[src/rtl/video_fetch_req_pkg.sv]
// Shared encodings for the video fetch request path: modes, FSM states and
// the fetch-buffer lane-select patterns used for each word of a group.
package video_fetch_pkg;

    typedef enum logic [1:0] {
        MODE_WORD  = 2'd0,
        MODE_DWORD = 2'd1,
        MODE_SPLIT = 2'd2,
        MODE_RSVD  = 2'd3
    } mode_e;

    typedef enum logic [1:0] {
        ST_IDLE = 2'd0,
        ST_REQ  = 2'd1,
        ST_DATA = 2'd2,
        ST_FULL = 2'd3
    } state_e;

    localparam logic [3:0] FSEL_LO   = 4'b0011;
    localparam logic [3:0] FSEL_HI   = 4'b1100;
    localparam logic [3:0] FSEL_B0   = 4'b0001;
    localparam logic [3:0] FSEL_B1   = 4'b0010;
    localparam logic [1:0] BSEL_WORD = 2'b10;

    // Reserved mode behaves as WORD.
    function automatic mode_e norm_mode(input logic [1:0] m);
        return (m == 2'(MODE_RSVD)) ? MODE_WORD : mode_e'(m);
    endfunction

endpackage

[src/rtl/video_fetch_req_if.sv]
// Request/response handshake between the video fetch initiator and the DRAM arbiter.
interface video_fetch_req_if #(
    parameter int unsigned AW = 21
);
    logic          video_req;
    logic [AW-1:0] video_addr;
    logic          video_next;
    logic          video_strobe;

    modport master (output video_req, output video_addr, input video_next, input video_strobe);
    modport slave  (input video_req, input video_addr, output video_next, output video_strobe);
endinterface

[src/rtl/video_fetch_req_addr.sv]
// Byte pointer for the current group plus the word addresses derived from it
// (second word, split-mode partner byte, and the first word of the next group).
module video_fetch_addr
    import video_fetch_pkg::*;
#(
    parameter int unsigned AW = 21
) (
    input  logic          clk,
    input  logic          rst,
    input  logic          load,
    input  logic [AW:0]   load_base,
    input  logic          step,
    input  mode_e         mode,
    input  logic [AW:0]   split_ofs,
    output logic [AW-1:0] w0_addr_c,
    output logic [AW-1:0] w1_addr_c,
    output logic [AW-1:0] next_addr_c,
    output logic          w0_lsb_c,
    output logic          w1_lsb_c
);
    localparam int unsigned PW = AW + 1;

    logic [AW:0] ptr;
    logic [AW:0] sptr;
    logic [AW:0] nptr;
    logic [AW:0] inc;

    always_comb begin
        inc = PW'(2);
        case (mode)
            MODE_DWORD: inc = PW'(4);
            MODE_SPLIT: inc = PW'(1);
            default:    inc = PW'(2);
        endcase
    end

    // All sums are PW bits wide so they wrap naturally.
    assign sptr        = ptr + split_ofs;
    assign nptr        = ptr + inc;
    assign w0_addr_c   = ptr[AW:1];
    assign w1_addr_c   = (mode == MODE_SPLIT) ? sptr[AW:1] : ptr[AW:1] + AW'(1);
    assign next_addr_c = nptr[AW:1];
    assign w0_lsb_c    = ptr[0];
    assign w1_lsb_c    = sptr[0];

    always_ff @(posedge clk or posedge rst) begin
        if (rst)       ptr <= '0;
        else if (load) ptr <= load_base;
        else if (step) ptr <= nptr;
    end

endmodule

[src/rtl/video_fetch_req.sv]
// Video fetch initiator: per-line DRAM read requests, fetch-buffer lane selects
// and the group hand-off strobe. Optional sticky underrun flag: VIDEO_FETCH_UNDERRUN_EN.
module video_fetch_req
    import video_fetch_pkg::*;
#(
    parameter int unsigned AW = 21,
    parameter int unsigned GW = 9
) (
    input  logic              clk,
    input  logic              rst,
    input  logic              line_start,
    input  logic [AW:0]       base_addr,
    input  logic [AW:0]       split_ofs,
    input  logic [GW-1:0]     grp_num,
    input  logic [1:0]        mode,
    input  logic              fetch_start,
    video_fetch_req_if.master vbus,
    output logic [3:0]        f_sel,
    output logic [1:0]        b_sel,
    output logic              fetch_stb,
    output logic              busy,
    output logic              underrun
);
    state_e        state;
    logic          w;
    logic [GW-1:0] grp_cnt;
    mode_e         mode_q;
    logic          req_q;
    logic [AW-1:0] addr_q;
    logic          pend_q;
    logic [AW:0]   pend_base;
    logic [GW-1:0] pend_grp;
    mode_e         pend_mode;

    logic          ld_c, step_c, word_done_c, last_c;
    logic [AW:0]   ld_base_c;
    logic [GW-1:0] ld_grp_c;
    mode_e         ld_mode_c;
    logic [3:0]    sel_f_c;
    logic [1:0]    sel_b_c;
    logic [AW-1:0] w0_addr_c, w1_addr_c, next_addr_c;
    logic          w0_lsb_c, w1_lsb_c;

    assign vbus.video_req  = req_q;
    assign vbus.video_addr = addr_q;

    // A line_start seen in DATA waits for the outstanding strobe before reloading.
    always_comb begin
        ld_base_c = pend_base;
        ld_grp_c  = pend_grp;
        ld_mode_c = pend_mode;
        ld_c      = (state == ST_DATA) && vbus.video_strobe && pend_q;
        if (line_start) begin
            ld_base_c = base_addr;
            ld_grp_c  = grp_num;
            ld_mode_c = norm_mode(mode);
            ld_c      = (state != ST_DATA) || vbus.video_strobe;
        end
        word_done_c = vbus.video_strobe &&
                      ((state == ST_DATA) || (state == ST_REQ && req_q && vbus.video_next));
        last_c      = (mode_q == MODE_WORD) || w;
        step_c      = (state == ST_FULL) && fetch_start && !ld_c;
    end

    always_comb begin
        sel_f_c = FSEL_LO;
        sel_b_c = BSEL_WORD;
        case (mode_q)
            MODE_DWORD: if (w) sel_f_c = FSEL_HI;
            MODE_SPLIT: begin
                if (w) begin
                    sel_f_c = FSEL_B1;
                    sel_b_c = {w1_lsb_c, b_sel[0]};
                end else begin
                    sel_f_c = FSEL_B0;
                    sel_b_c = {b_sel[1], w0_lsb_c};
                end
            end
            default: ;
        endcase
    end

    video_fetch_addr #(.AW(AW)) u_addr (
        .clk         (clk),
        .rst         (rst),
        .load        (ld_c),
        .load_base   (ld_base_c),
        .step        (step_c),
        .mode        (mode_q),
        .split_ofs   (split_ofs),
        .w0_addr_c   (w0_addr_c),
        .w1_addr_c   (w1_addr_c),
        .next_addr_c (next_addr_c),
        .w0_lsb_c    (w0_lsb_c),
        .w1_lsb_c    (w1_lsb_c)
    );

    always_ff @(posedge clk or posedge rst) begin
        if (rst) begin
            state     <= ST_IDLE;
            w         <= 1'b0;
            grp_cnt   <= '0;
            mode_q    <= MODE_WORD;
            req_q     <= 1'b0;
            addr_q    <= '0;
            pend_q    <= 1'b0;
            pend_base <= '0;
            pend_grp  <= '0;
            pend_mode <= MODE_WORD;
            f_sel     <= '0;
            b_sel     <= '0;
            fetch_stb <= 1'b0;
            busy      <= 1'b0;
        end else begin
            fetch_stb <= 1'b0;
            if (ld_c) begin
                grp_cnt <= ld_grp_c;
                mode_q  <= ld_mode_c;
                w       <= 1'b0;
                pend_q  <= 1'b0;
                req_q   <= 1'b0;
                addr_q  <= ld_base_c[AW:1];
                state   <= (ld_grp_c != '0) ? ST_REQ : ST_IDLE;
                busy    <= (ld_grp_c != '0);
            end else begin
                if (line_start) begin
                    pend_q    <= 1'b1;
                    pend_base <= base_addr;
                    pend_grp  <= grp_num;
                    pend_mode <= norm_mode(mode);
                end
                case (state)
                    ST_REQ: begin
                        if (!req_q) begin
                            req_q <= 1'b1;
                        end else if (vbus.video_next) begin
                            req_q <= 1'b0;
                            f_sel <= sel_f_c;
                            b_sel <= sel_b_c;
                            state <= ST_DATA;
                        end
                    end
                    ST_FULL: begin
                        if (fetch_start) begin
                            fetch_stb <= 1'b1;
                            grp_cnt   <= grp_cnt - GW'(1);
                            w         <= 1'b0;
                            if (grp_cnt != GW'(1)) begin
                                state  <= ST_REQ;
                                req_q  <= 1'b1;
                                addr_q <= next_addr_c;
                            end else begin
                                state <= ST_IDLE;
                                busy  <= 1'b0;
                            end
                        end
                    end
                    default: ;
                endcase
                // Word completion overrides the REQ->DATA step when next and strobe coincide.
                if (word_done_c) begin
                    if (last_c) begin
                        state <= ST_FULL;
                        req_q <= 1'b0;
                    end else begin
                        w      <= 1'b1;
                        state  <= ST_REQ;
                        req_q  <= 1'b1;
                        addr_q <= w1_addr_c;
                    end
                end
            end
        end
    end

`ifdef VIDEO_FETCH_UNDERRUN_EN
    always_ff @(posedge clk or posedge rst) begin
        if (rst)                                       underrun <= 1'b0;
        else if (line_start)                           underrun <= 1'b0;
        else if (fetch_start && busy && state != ST_FULL) underrun <= 1'b1;
    end
`else
    assign underrun = 1'b0;
`endif

endmodule

[src/flat_wrapper.sv]
// flat-port wrapper written by rule: the top's interface ports become plain ports
module video_fetch_req_flat import video_fetch_pkg::*;
#(
    parameter int unsigned AW = 21,
    parameter int unsigned GW = 9
)
  (clk, rst, line_start, base_addr, split_ofs, grp_num, mode, fetch_start, f_sel, b_sel, fetch_stb, busy, underrun, vbus_video_req, vbus_video_addr, vbus_video_next, vbus_video_strobe);
  video_fetch_req_if #(.AW(AW)) vbus_i ();
  input  logic clk;
  input  logic rst;
  input  logic line_start;
  input  logic [AW:0] base_addr;
  input  logic [AW:0] split_ofs;
  input  logic [GW-1:0] grp_num;
  input  logic [1:0] mode;
  input  logic fetch_start;
  output logic [3:0] f_sel;
  output logic [1:0] b_sel;
  output logic fetch_stb;
  output logic busy;
  output logic underrun;
  output wire logic [$bits(vbus_i.video_req)-1:0] vbus_video_req;
  output wire logic [$bits(vbus_i.video_addr)-1:0] vbus_video_addr;
  input wire logic [$bits(vbus_i.video_next)-1:0] vbus_video_next;
  input wire logic [$bits(vbus_i.video_strobe)-1:0] vbus_video_strobe;
  assign vbus_video_req = vbus_i.video_req;
  assign vbus_video_addr = vbus_i.video_addr;
  assign vbus_i.video_next = vbus_video_next;
  assign vbus_i.video_strobe = vbus_video_strobe;
  video_fetch_req #(.AW(AW), .GW(GW)) u_core (.clk(clk), .rst(rst), .line_start(line_start), .base_addr(base_addr), .split_ofs(split_ofs), .grp_num(grp_num), .mode(mode), .fetch_start(fetch_start), .vbus(vbus_i), .f_sel(f_sel), .b_sel(b_sel), .fetch_stb(fetch_stb), .busy(busy), .underrun(underrun));
endmodule
[config.mk]
export PLATFORM = sky130hd
export DESIGN_NAME = video_fetch_req_flat
export DESIGN_NICKNAME = d
export VERILOG_FILES = /design/src/rtl/video_fetch_req_pkg.sv /design/src/rtl/video_fetch_req_if.sv /design/src/rtl/video_fetch_req_addr.sv /design/src/rtl/video_fetch_req.sv /design/src/flat_wrapper.sv
export SDC_FILE = /design/constraint.sdc
export NUM_CORES = 1
export LEC_CHECK = 0
export CORE_ASPECT_RATIO = 0.9
export CORE_MARGIN = 2
export CORE_UTILIZATION = 35
export CTS_CLUSTER_SIZE = 30
export DETAILED_ROUTE_END_ITERATION = 6
export PLACE_DENSITY_LB_ADDON = 0.3
export SETUP_SLACK_MARGIN = 0.3
export SLEW_MARGIN = 40
export SYNTH_ARGS = -nofsm -noshare
export SYNTH_HDL_FRONTEND = slang
export SYNTH_SLANG_ARGS = --single-unit
[constraint.sdc]
create_clock -name clk -period 6.65 [get_ports clk]
set_clock_uncertainty 0.15 [all_clocks]
set_input_delay 1.33 -clock clk [delete_from_list [all_inputs] [get_ports clk]]
set_output_delay 1.33 -clock clk [all_outputs]
set_load 0.02 [all_outputs]
# After elaboration in Yosys (flattened, before gate mapping)
# Cells that the tools add are included.
[totals]
reg_bits = 100
input_bits = 61
[op_classes]
n_addsub = 4
eq_ne = 15
muxes = 54
bitwise_logic = 1
n_reduce_logical = 25
[ops]
columns = ["operator", "n"]
rows = [
  ["$mux W21", 7],
  ["$mux W22", 3],
  ["$add A22 B22 Y22", 2],
  ["$mux W9", 4],
  ["$mux W1", 24],
  ["$mux W2", 11],
  ["$add A21 B1 Y21 const B", 1],
  ["$ne A4 B2 Y1 const B", 3],
  ["$reduce_and A5 Y1", 2],
  ["$ne A9 B1 Y1 const B", 1],
  ["$reduce_bool A9 Y1", 1],
  ["$sub A9 B1 Y9 const B", 1],
  ["$eq A2 B2 Y1 const B", 4],
  ["$pmux W4 S2", 1],
  ["$reduce_and A4 Y1", 2],
  ["$reduce_bool A2 Y1", 4],
  ["$logic_and A1 B1 Y1", 7],
  ["$pmux W3 S2", 1],
  ["$reduce_and A3 Y1", 2],
  ["$eq A2 B1 Y1 const B", 2],
  ["$mux W4", 1],
  ["$ne A2 B1 Y1 const B", 2],
  ["$ne A2 B2 Y1 const B", 2],
  ["$ne A4 B1 Y1 const B", 1],
  ["other kinds (8)", 10],
]

# Depth between registers and ports, before layout
[logic_depth]
word_depth = 9
depth_mapped = 11
ltp_nobuf = 11

# Modules after synthesis
# Synthesis repeated with hierarchy kept, for this count alone.
[unflattened]
cells_unflattened = 871
area_unflattened_um2 = 7686.1
[modules_own_cells]
columns = ["module", "instances", "cells_each", "area_per_inst_um2", "seq_area_each_um2"]
rows = [
  ["video_fetch_req", 1, 414, 4306.6, 1926.8],
  ["video_fetch_addr", 1, 457, 3379.5, 550.5],
]

# Worst setup path before layout
# OpenSTA, ideal clock, no wires.
[synth_timing]
path_kind = "input port to flip-flop"
startpoint = "in split_ofs[0]"
endpoint = "reg u_core.addr_q[17] (netlist: u_core.vbus.video_addr[17])"
setup_ns = 0.126
arrival_ns = 3.275
required_time_ns = 6.374
path_slack_ns = 3.099
stages = 9
n_path_buf = 0
cell_sequence = "ha_1 -> fa_1 -> a21o_1 -> a221o_1 -> a21oi_2 -> nor2_1 -> or4_1 -> a21oi_1 -> o31ai_1"
[synth_between]
elab_chain_len = 5
[synth_lines]
columns = ["element", "line", "rtl"]
rows = [
  ["from (decl)", "flat_wrapper.sv:13", "input logic [AW:0] split_ofs;"],
  ["$add A22 B22 Y22", "video_fetch_req_addr.sv:38", "assign sptr = ptr + split_ofs;"],
  ["$mux W21", "video_fetch_req_addr.sv:41", "assign w1_addr_c = (mode == MODE_SPLIT) ? sptr[AW:1] : ptr[AW:1] + AW'(1);"],
  ["$mux W21", "video_fetch_req.sv:162", "if (last_c) begin"],
  ["$mux W21", "video_fetch_req.sv:161", "if (word_done_c) begin"],
  ["$mux W21", "video_fetch_req.sv:116", "if (ld_c) begin"],
  ["to (signal assigned)", "video_fetch_req.sv:122", "addr_q <= ld_base_c[AW:1];"],
  ["to (signal assigned)", "video_fetch_req.sv:151", "addr_q <= next_addr_c;"],
  ["to (signal assigned)", "video_fetch_req.sv:169", "addr_q <= w1_addr_c;"],
  ["to (decl)", "video_fetch_req.sv:29", "logic [AW-1:0] addr_q;"],
]
# Every way passes these cells.
# A chain may end at the register's enable or synchronous reset.

# Worst setup path after layout
# Ends and elaborated chain as after synthesis.

==> impl_metrics.yaml <==
run_status:
  outcome: "complete, no violations"
drt:
  drtAntennaViolNets: 0
  drc: 0
  drt-total-wl_um: 22730
  wire_per_inst_um: 18.94
  drt-vias-per-instance: 5.715
  detail_route.iter0.violations: 721
  vias: 6858
  first_pass_iters: 5
synthesis:
  synth-compound-area-share_pct: 19.93
  synth_fp_nets: 982
  synth_edf_count: 0
  yosysWarnings: 0
  synth-xor-area-share_pct: 6.828
  ys_types: 75
  netlist_area_sq_um: 7312
  yosysSeqAreaShare_pct: 33.88
  synthTopCellsByArea: "dfrtp_1, nand2_1, ha_1"
  async_flop_share_pct: 100.0
  yosys.area_share.simple_pct: 23.68
  synth-seq-cells: 99
  synth_adder_area_share_pct: 5.407
  muxShareOfSynthArea_pct: 5.287
  synth_area_per_cell_sq_um: 8.216
  synth_top_area_share_pct: 33.88
  syn-instance-count: 890
  synth_ff_type: "dfrtp_1"
  synth_top_family_by_area: "simple AND/OR/NAND/NOR gates"
  yosys.area.top_type: "dfrtp_1"
clocking:
  post_cts_resized: 0
  numCtsBuffers: 9
  path_clk_slew_ns: 0.08
  cts_setup_buffers: 0
  cts_sinks: 99
  clockBufferDepth: 2
  clk_latency_ns: 0.36
  htree_levels: 3
  cts_tree: "done"
  holdBufCountCts: 0
  root_buffer: "clkbuf_16"
floorplan:
  io_pins: 92
  design.core.area_sq_um: 20640
  num_rows: 50
  die_area_sq_um: 22060
  die_height_um: 141.1
  die_x_um: 156.4
  start_util_pct: 35.42
finish:
  instances_no_fill: 1200
  n_fill_cell: 2088
  antenna_cells: 0
  area_growth_pct: 17.42
  drive_gt1_share_pct: 6.596
  fin_nets: 1027
  final_area_sq_um: 8586
global_route:
  overflow: 0
  grt_max_degree: 52
  antenna_found_initial: 0
  grt_pass1_vias: 6452
  grt_pass1_wl_um: 35940
  grt_use_total_pct: 20.75
worst_hold_path:
  hold_class: "reg2reg"
  min-delay-start: "u_core.pend_mode[0]$_DFFE_PP0P_"
  holdPathStages: 2
  hold-path-endpoint: "u_core.pend_mode[0]$_DFFE_PP0P_"
critical_path:
  crit_chain: "clkdlybuf4s50_1, ha_1, fa_1, a21o_1, a221o_1, a21oi_2, nor2_1, or4_1, a21oi_1, o31ai_1"
  crit_fanout: 3
  cp_data_arrival_time_ns: 4.11
  rr_endpoint: "u_core.vbus.video_addr[13]$_DFF_PP0_"
  r2r_cells: 12
  critPathSlowestCell: "fa_1"
  r2r_start: "u_core.mode_q[0]$_DFFE_PP0N_"
  crit_family: "compound AO/OA/AOI/OAI gates"
  crit_path_start_kind: "primary input"
  crit_required_ns: 6.74
  path_class: "in2reg"
  max_stage_delay_ns: 0.42
  rrSetupSlack_ns: 3.01
  cp-end-kind: "flip-flop"
  cp.buffers_inverters: 1
sta:
  setup_slack_ns: 2.634
  relSlewSlack_pct: 46.18
  fmax_mhz: 249.0
  setup_viol_count_final: 0
  period_minus_slack_ns: 4.016
  tightest_slew_ns: 0.8073
  rsz0062_at_grt: "false"
  min_period_over_period_pct: 60.38
  fin_setup_tns_ns: 0
  drv_slew: 0
  finalHoldViolCount: 0
power_and_ir_drop:
  powerDensity_nw_per_um2: 387.8
  p_leak_nw: 3.672
  peakVddDrop_uv: 166.3
  p_total_mw: 3.330
placed_design:
  gp_congestion: 0.8700
  dp_slack_ns: 2.278
  dp_cells: 1184
  port_buffers: 90
  dpl_cell_area_sq_um: 8302
  hpwl_um: 16450
flow_run:
  maxCapViolations: 0
## per-stage QoR
| stage | utilization, % | hold WS [ns] |
|---|---|---|
| global route | 41.59 | 0.3434 |
| detailed placement | 40.21 | 0.3066 |
| floorplan | - | 0.2882 |
| CTS | 41.59 | 0.3251 |
| global placement | 40.19 | 0.3040 |
| finish | 41.59 | 0.3234 |
## synth_stat cells (15+ instances only)
cell type,number
xnor2_1,35
nand2_1,187
nor2_1,72
a21oi_1,56
buf_2,28
mux2i_1,24
nand4_1,15
dfrtp_1,99
nand3_1,23
clkbuf_1,20
o21ai_0,46
xor2_1,22
ha_1,30
## state kept, by name, summed over array words and instances, names as in the netlist, 2 cells and up
signal                  flops
u_core.b_sel                2
u_core.f_sel                3
u_core.grp_cnt              9
u_core.mode_q               2
u_core.pend_base           22
u_core.pend_grp             9
u_core.pend_mode            2
u_core.state                2
u_core.u_addr.ptr          22
u_core.vbus.video_addr     21
## placed cells by master, fill, tap and decap left out, types with 10 or more instances in the layout
cell             instances
and3_1                  10
clkdlybuf4s50_1         89
a221o_1                 11
dfrtp_1                 99
nand2_1                186
o21ai_0                 46
a21o_1                  11
xnor2_1                 35
a21oi_1                 56
ha_1                    30
mux2i_1                 24
nand3_1                 23
nand4_1                 15
xor2_1                  22
o221ai_1                13
nor3_1                  11
nor2_1                  72
mux2_2                  13
inv_1                   12
## power by group
part	leakage [nW]	switching, mW	total, mW	internal, mW
registers	1.21	0.312	1.13	0.813
logic	2.32	0.952	1.68	0.725
clock network	0.144	0.259	0.527	0.268
## routing by layer
| metal | track usage (%) | wire [um] |
|---|---|---|
| met1 | 30.90 | 11010 |
| met2 | 30.10 | 9631 |
| met3 | 4.796 | 1725 |
| met4 | 5.360 | 355 |
| met5 | 0 | 0 |
## worst max-delay path by stage
| stage | startpoint | end | slack [ns] | cells after the start |
|---|---|---|---|---|
| global route | split_ofs[0] | u_core.vbus.video_addr[17]$_DFF_PP0_ | 2.59 | 10 |
| finish | split_ofs[0] | u_core.vbus.video_addr[17]$_DFF_PP0_ | 2.63 | 10 |
| CTS | split_ofs[0] | u_core.vbus.video_addr[17]$_DFF_PP0_ | 2.66 | 10 |
| floorplan | rst | u_core.b_sel[0]$_DFFE_PP0P_ | 2.58 | 1 |
| global placement | split_ofs[0] | u_core.vbus.video_addr[17]$_DFF_PP0_ | 2.31 | 10 |
| detailed placement | split_ofs[0] | u_core.vbus.video_addr[17]$_DFF_PP0_ | 2.28 | 10 |
## area by class of cell
type | count | area [sq um] | area share, %
multi-input combinational | 714 | 4492 | 52.32
sequential | 99 | 2477 | 28.85
timing repair buffer | 98 | 955.9 | 11.13
tap | 260 | 325.3 | 3.789
clock buffer | 10 | 239.0 | 2.783
inverter | 13 | 51.30 | 0.5975
clock inverter | 6 | 45.04 | 0.5246
## cell families after synthesis
group           Yosys count
other cells               1
fa+ha+maj                31
mux                      37
xor+xnor                 57
flops                    99
buf+inv                  77
compound gates          214
simple gates            374
## worst register-to-register path: stages (launching register included)
cell,delay (ns)
dfrtp_1,0.38
inv_1,0.11
ha_1,0.15
buf_4,0.35
ha_1,0.33
ha_1,0.21
nor2_2,0.07
a2111oi_4,0.71
and3_1,0.32
xnor2_1,0.14
o21ai_1,0.08
a221oi_1,0.33
o21ai_0,0.16
Power figures use the tool's default switching activity.
